### config.mk
export PLATFORM = sky130hd
export DESIGN_NAME = load_unit
export DESIGN_NICKNAME = d
export VERILOG_FILES = /design/src/rtl/load_unit.sv
export SDC_FILE = /design/constraint.sdc
export NUM_CORES = 1
export LEC_CHECK = 0
export CORE_MARGIN = 4
export CORE_UTILIZATION = 42
export CTS_BUF_LIST = sky130_fd_sc_hd__clkbuf_8
export DETAILED_ROUTE_END_ITERATION = 10
export PLACE_DENSITY = 0.85
export SYNTH_ARGS = -nofsm -noshare
export SYNTH_HDL_FRONTEND = slang
export SYNTH_SLANG_ARGS = --single-unit
### constraint.sdc
create_clock -name I_clk -period 3.05 [get_ports I_clk]
set_clock_uncertainty 0.2 [all_clocks]
set_input_delay 0.7625 -clock I_clk [delete_from_list [all_inputs] [get_ports I_clk]]
set_output_delay 0.7625 -clock I_clk [all_outputs]
set_load 0.05 [all_outputs]
### src/rtl/load_unit.sv
// load_unit: load path that reads one aligned memory word over a req/ack bus,
// then returns the addressed byte, halfword or word with sign or zero extension.
module load_unit (
    input  logic        I_clk,
    input  logic        I_rst_n,
    input  logic        I_req,
    input  logic [2:0]  I_loadsel,
    input  logic [31:0] I_addr,
    output logic        O_busy,
    output logic        O_mem_req,
    output logic [31:0] O_mem_addr,
    input  logic        I_mem_ack,
    input  logic [31:0] I_mem_rdata,
    output logic        O_valid,
    output logic [31:0] O_data,
    output logic        O_error
);
    typedef enum logic [1:0] {IDLE, MEM, DONE, ERR} state_t;
    state_t      state;
    logic [1:0]  lane;
    logic [2:0]  sel;
    logic        bad;
    logic [7:0]  b;
    logic [15:0] h;
    logic [31:0] fmt;
    // sel[2] marks the unsigned variants; sel[1] is only set for LW once illegal selects are rejected
    always_comb begin
        bad = I_loadsel[1:0] == 2'b11 || I_loadsel[2:1] == 2'b11 ||
              (I_loadsel[1:0] == 2'b01 && I_addr[0]) ||
              (I_loadsel[1:0] == 2'b10 && I_addr[1:0] != 2'b00);
        b = lane[1] ? (lane[0] ? I_mem_rdata[31:24] : I_mem_rdata[23:16])
                    : (lane[0] ? I_mem_rdata[15:8] : I_mem_rdata[7:0]);
        h = lane[1] ? I_mem_rdata[31:16] : I_mem_rdata[15:0];
        fmt = sel[1] ? I_mem_rdata
            : sel[0] ? {{16{h[15] & ~sel[2]}}, h}
                     : {{24{b[7] & ~sel[2]}}, b};
    end
    assign O_busy    = state != IDLE;
    assign O_mem_req = state == MEM;
    assign O_valid   = state == DONE;
    assign O_error   = state == ERR;
    always_ff @(posedge I_clk or negedge I_rst_n) begin
        if (!I_rst_n) begin
            state      <= IDLE;
            lane       <= 2'b00;
            sel        <= 3'b000;
            O_mem_addr <= 32'h0;
            O_data     <= 32'h0;
        end else begin
            case (state)
                IDLE: if (I_req) begin
                    state <= bad ? ERR : MEM;
                    if (!bad) begin
                        lane       <= I_addr[1:0];
                        sel        <= I_loadsel;
                        O_mem_addr <= {I_addr[31:2], 2'b00};
                    end
                end
                MEM: if (I_mem_ack) begin
                    O_data <= fmt;
                    state  <= DONE;
                end
                default: state <= IDLE;
            endcase
        end
    end
endmodule

==> results.cfg <==
[outcome]
status = complete, no violations

[place]
hpwlAfterDp_mm = 6.42
dp.cells = 510
gp_congestion = 0.781
portBuffers = 136

[synthesis]
synth_most_common_cell = dfrtp_1
seq_area_frac_synth_pct = 51.9
yosys-top-cells-area = dfrtp_1, mux2_4, o21ai_0, mux2_2, nand2_1
synthArstFlopShare_pct = 100
ys_types = 36
netlist.area_leader.share_pct = 51.9
synthFlopType = dfrtp_1
synthCells = 283
synthTopCellsByCount = dfrtp_1, o21ai_0, nand2_1, mux2_4, mux2_2
ys_ff_latch = 69
avgSynthCellArea_sq_um = 11.8
synth_top_area_cell = dfrtp_1
syn_area_sq_um = 3330
yosysWarnings = 0
synth_edf_count = 0

[timing]
setup_viol = 0
fin_setup_tns_ps = 0
period_needed_ps = 2740
worstMarginPinSlew_ps = 763
slew_headroom_pct = 49.1
rsz0062_at_grt = no
hold_ws_ps = 14.5
post-route-period-util_pct = 89.8
max_freq_mhz = 365
report.final.slew_viol_count = 0
hold_viol = 0

[critical_path]
crit_path_end_kind = output pin
crit_path_max_incr_delay_ps = 800
path_cells = and2b_1 -> clkdlybuf4s50_1
startpoint_type = flip-flop
worstPathRequired_ps = 2090
r2r_cells = 4
cp_slowest_cell = clkdlybuf4s50_1
critical_path_arrival_ps = 1780
critPathMaxFanout = 7
path_class = flip-flop to output pin

[die]
die_height_um = 97.0
fp.dieW_um = 97.0
initial_core_util_pct = 43.1
rows = 32
io_pins = 139
die_area_sq_um = 9410
core_sq_um = 7730

[layout]
instances_no_fill = 525
n_antenna_cell = 0
nets = 490
nFillCells = 598
drive_above_1_share_pct = 16.5
area_delta_synth_final_pct = 48.3

[clock_tree]
cts.clk_slew.worst_paths_ps = 70
cts_max_path_buffers = 2
cts_sinks = 69
root_buffer = clkbuf_8
hold_buffers = 0
postCtsSetupRepairBufs = 0
cts_resized = 0
cts_max_level = 3
cts_tree = yes
cts_buffers = 9
clkLatencyLatePin_ps = 320

[pwr]
power-per-cell-area_nw_per_um2 = 1230
power_leakage_nw = 2.18
p_int_mw = 3.09
share_seq_of_total_power_pct = 28.6
switching_share_pct = 49.0
pwr-share-clk_pct = 10.2
p_switching_mw = 2.97
peakVddDrop_mv = 0.711
combPwrFrac_pct = 61.2

[job]
drv_cap = 0

[global_route]
grt_max_degree = 69
antenna_found_initial = 0
grt_pass1_wl_mm = 14.2
grt_remaining_overflow = 0
grt_usage_pct = 18.8
grt_pass1_vias = 2826

[routing]
drc_errors = 0
totalWireLength_mm = 8.87
viasPerCell = 5.11
ant_nets = 0
drtIter0Drc = 76
drtPass1Iterations = 4
vias = 2685
wl_per_cell_um = 16.9

[hold_path]
holdCritPathClass = input port to asynchronous set/reset pin
==> placed cells by master, fill, tap and decap left out, drive strengths merged, types with 2 or more instances in the layout <==
| cell type | n |
|---|---|
| mux2i | 9 |
| and2 | 2 |
| a2bb2o | 6 |
| nor3 | 5 |
| a21oi | 12 |
| or3 | 7 |
| nand2b | 10 |
| nor2 | 5 |
| inv | 7 |
| conb | 2 |
| clkdlybuf4s50 | 135 |
| nor4 | 3 |
| nand2 | 31 |
| mux2 | 42 |
| dfrtp | 69 |
| o21ai | 48 |
| buf | 9 |
| clkbuf | 10 |
| clkinv | 2 |
==> worst paths after layout <==
check,startpoint,endpoint,slack (ps)
max in group asynchronous,I_rst_n,state[1],2090
min reg2reg,O_data[26],O_data[26],290
max reg2reg,sel[0],O_data[5],840
min in group I_clk,O_data[26],O_data[26],290
min,I_rst_n,O_data[6],10
max,state[1],O_mem_req,310
==> sequential cells by signal, summed over array words and instances (netlist names) <==
name,flops
O_data,32
O_mem_addr,30
sel,3
lane,2
state,2
==> worst max-delay path, delay by kind of cell (launching register included) <==
| kind | cells | cell delay, ps |
|---|---|---|
| simple gates | 1 | 220 |
| buf+inv | 1 | 800 |
| flops | 1 | 430 |
==> per-layer routing <==
metal  track usage, %  routed length [um]
met2             30.1                4180
met5                0                   0
met4             6.48                 128
met3             6.99                 936
met1             23.5                3620
==> metrics by stage <==
stage	worst slack, ps	area, sq um	power, mW	util, %
after floorplan	967	3330	4.22	-
after global placement	455	4780	5.41	61.8
after detailed placement	383	4780	5.47	61.8
after CTS	277	4930	6.11	63.9
after global routing	207	4930	6.38	63.9
final	310	4930	6.06	63.9
==> power by group through the flow <==
stage                     combinational (mW)  clock [mW]  sequential (mW)
final                                   3.71       0.619             1.73
after global routing                    3.90       0.681             1.79
after CTS                               3.74       0.638             1.73
after detailed placement                3.74           0             1.73
after global placement                  3.68           0             1.73
after floorplan                         1.19           0             3.03
==> final cells by class <==
cell class	instances	area (sq um)	share of cell area (%)
Multi-Input combinational cell	191	1470	29.7
Clock inverter	5	21.3	0.431
Inverter	4	15.0	0.304
Tap cell	102	128	2.59
Clock buffer	10	138	2.79
Timing Repair Buffer	144	1440	29.2
Sequential cell	69	1730	35.0
==> cell families (layout without fill, tap and decap cells) <==
logic type | Yosys count | count (layout) | share of synthesized area, %
compound gates | 69 | 69 | 12.1
buf+inv | 24 | 163 | 4.21
flops | 69 | 69 | 51.9
mux | 51 | 51 | 20.4
other cells | 1 | 2 | 0.113
simple gates | 69 | 69 | 11.3
No activity file was read; power rests on OpenSTA's default activity.
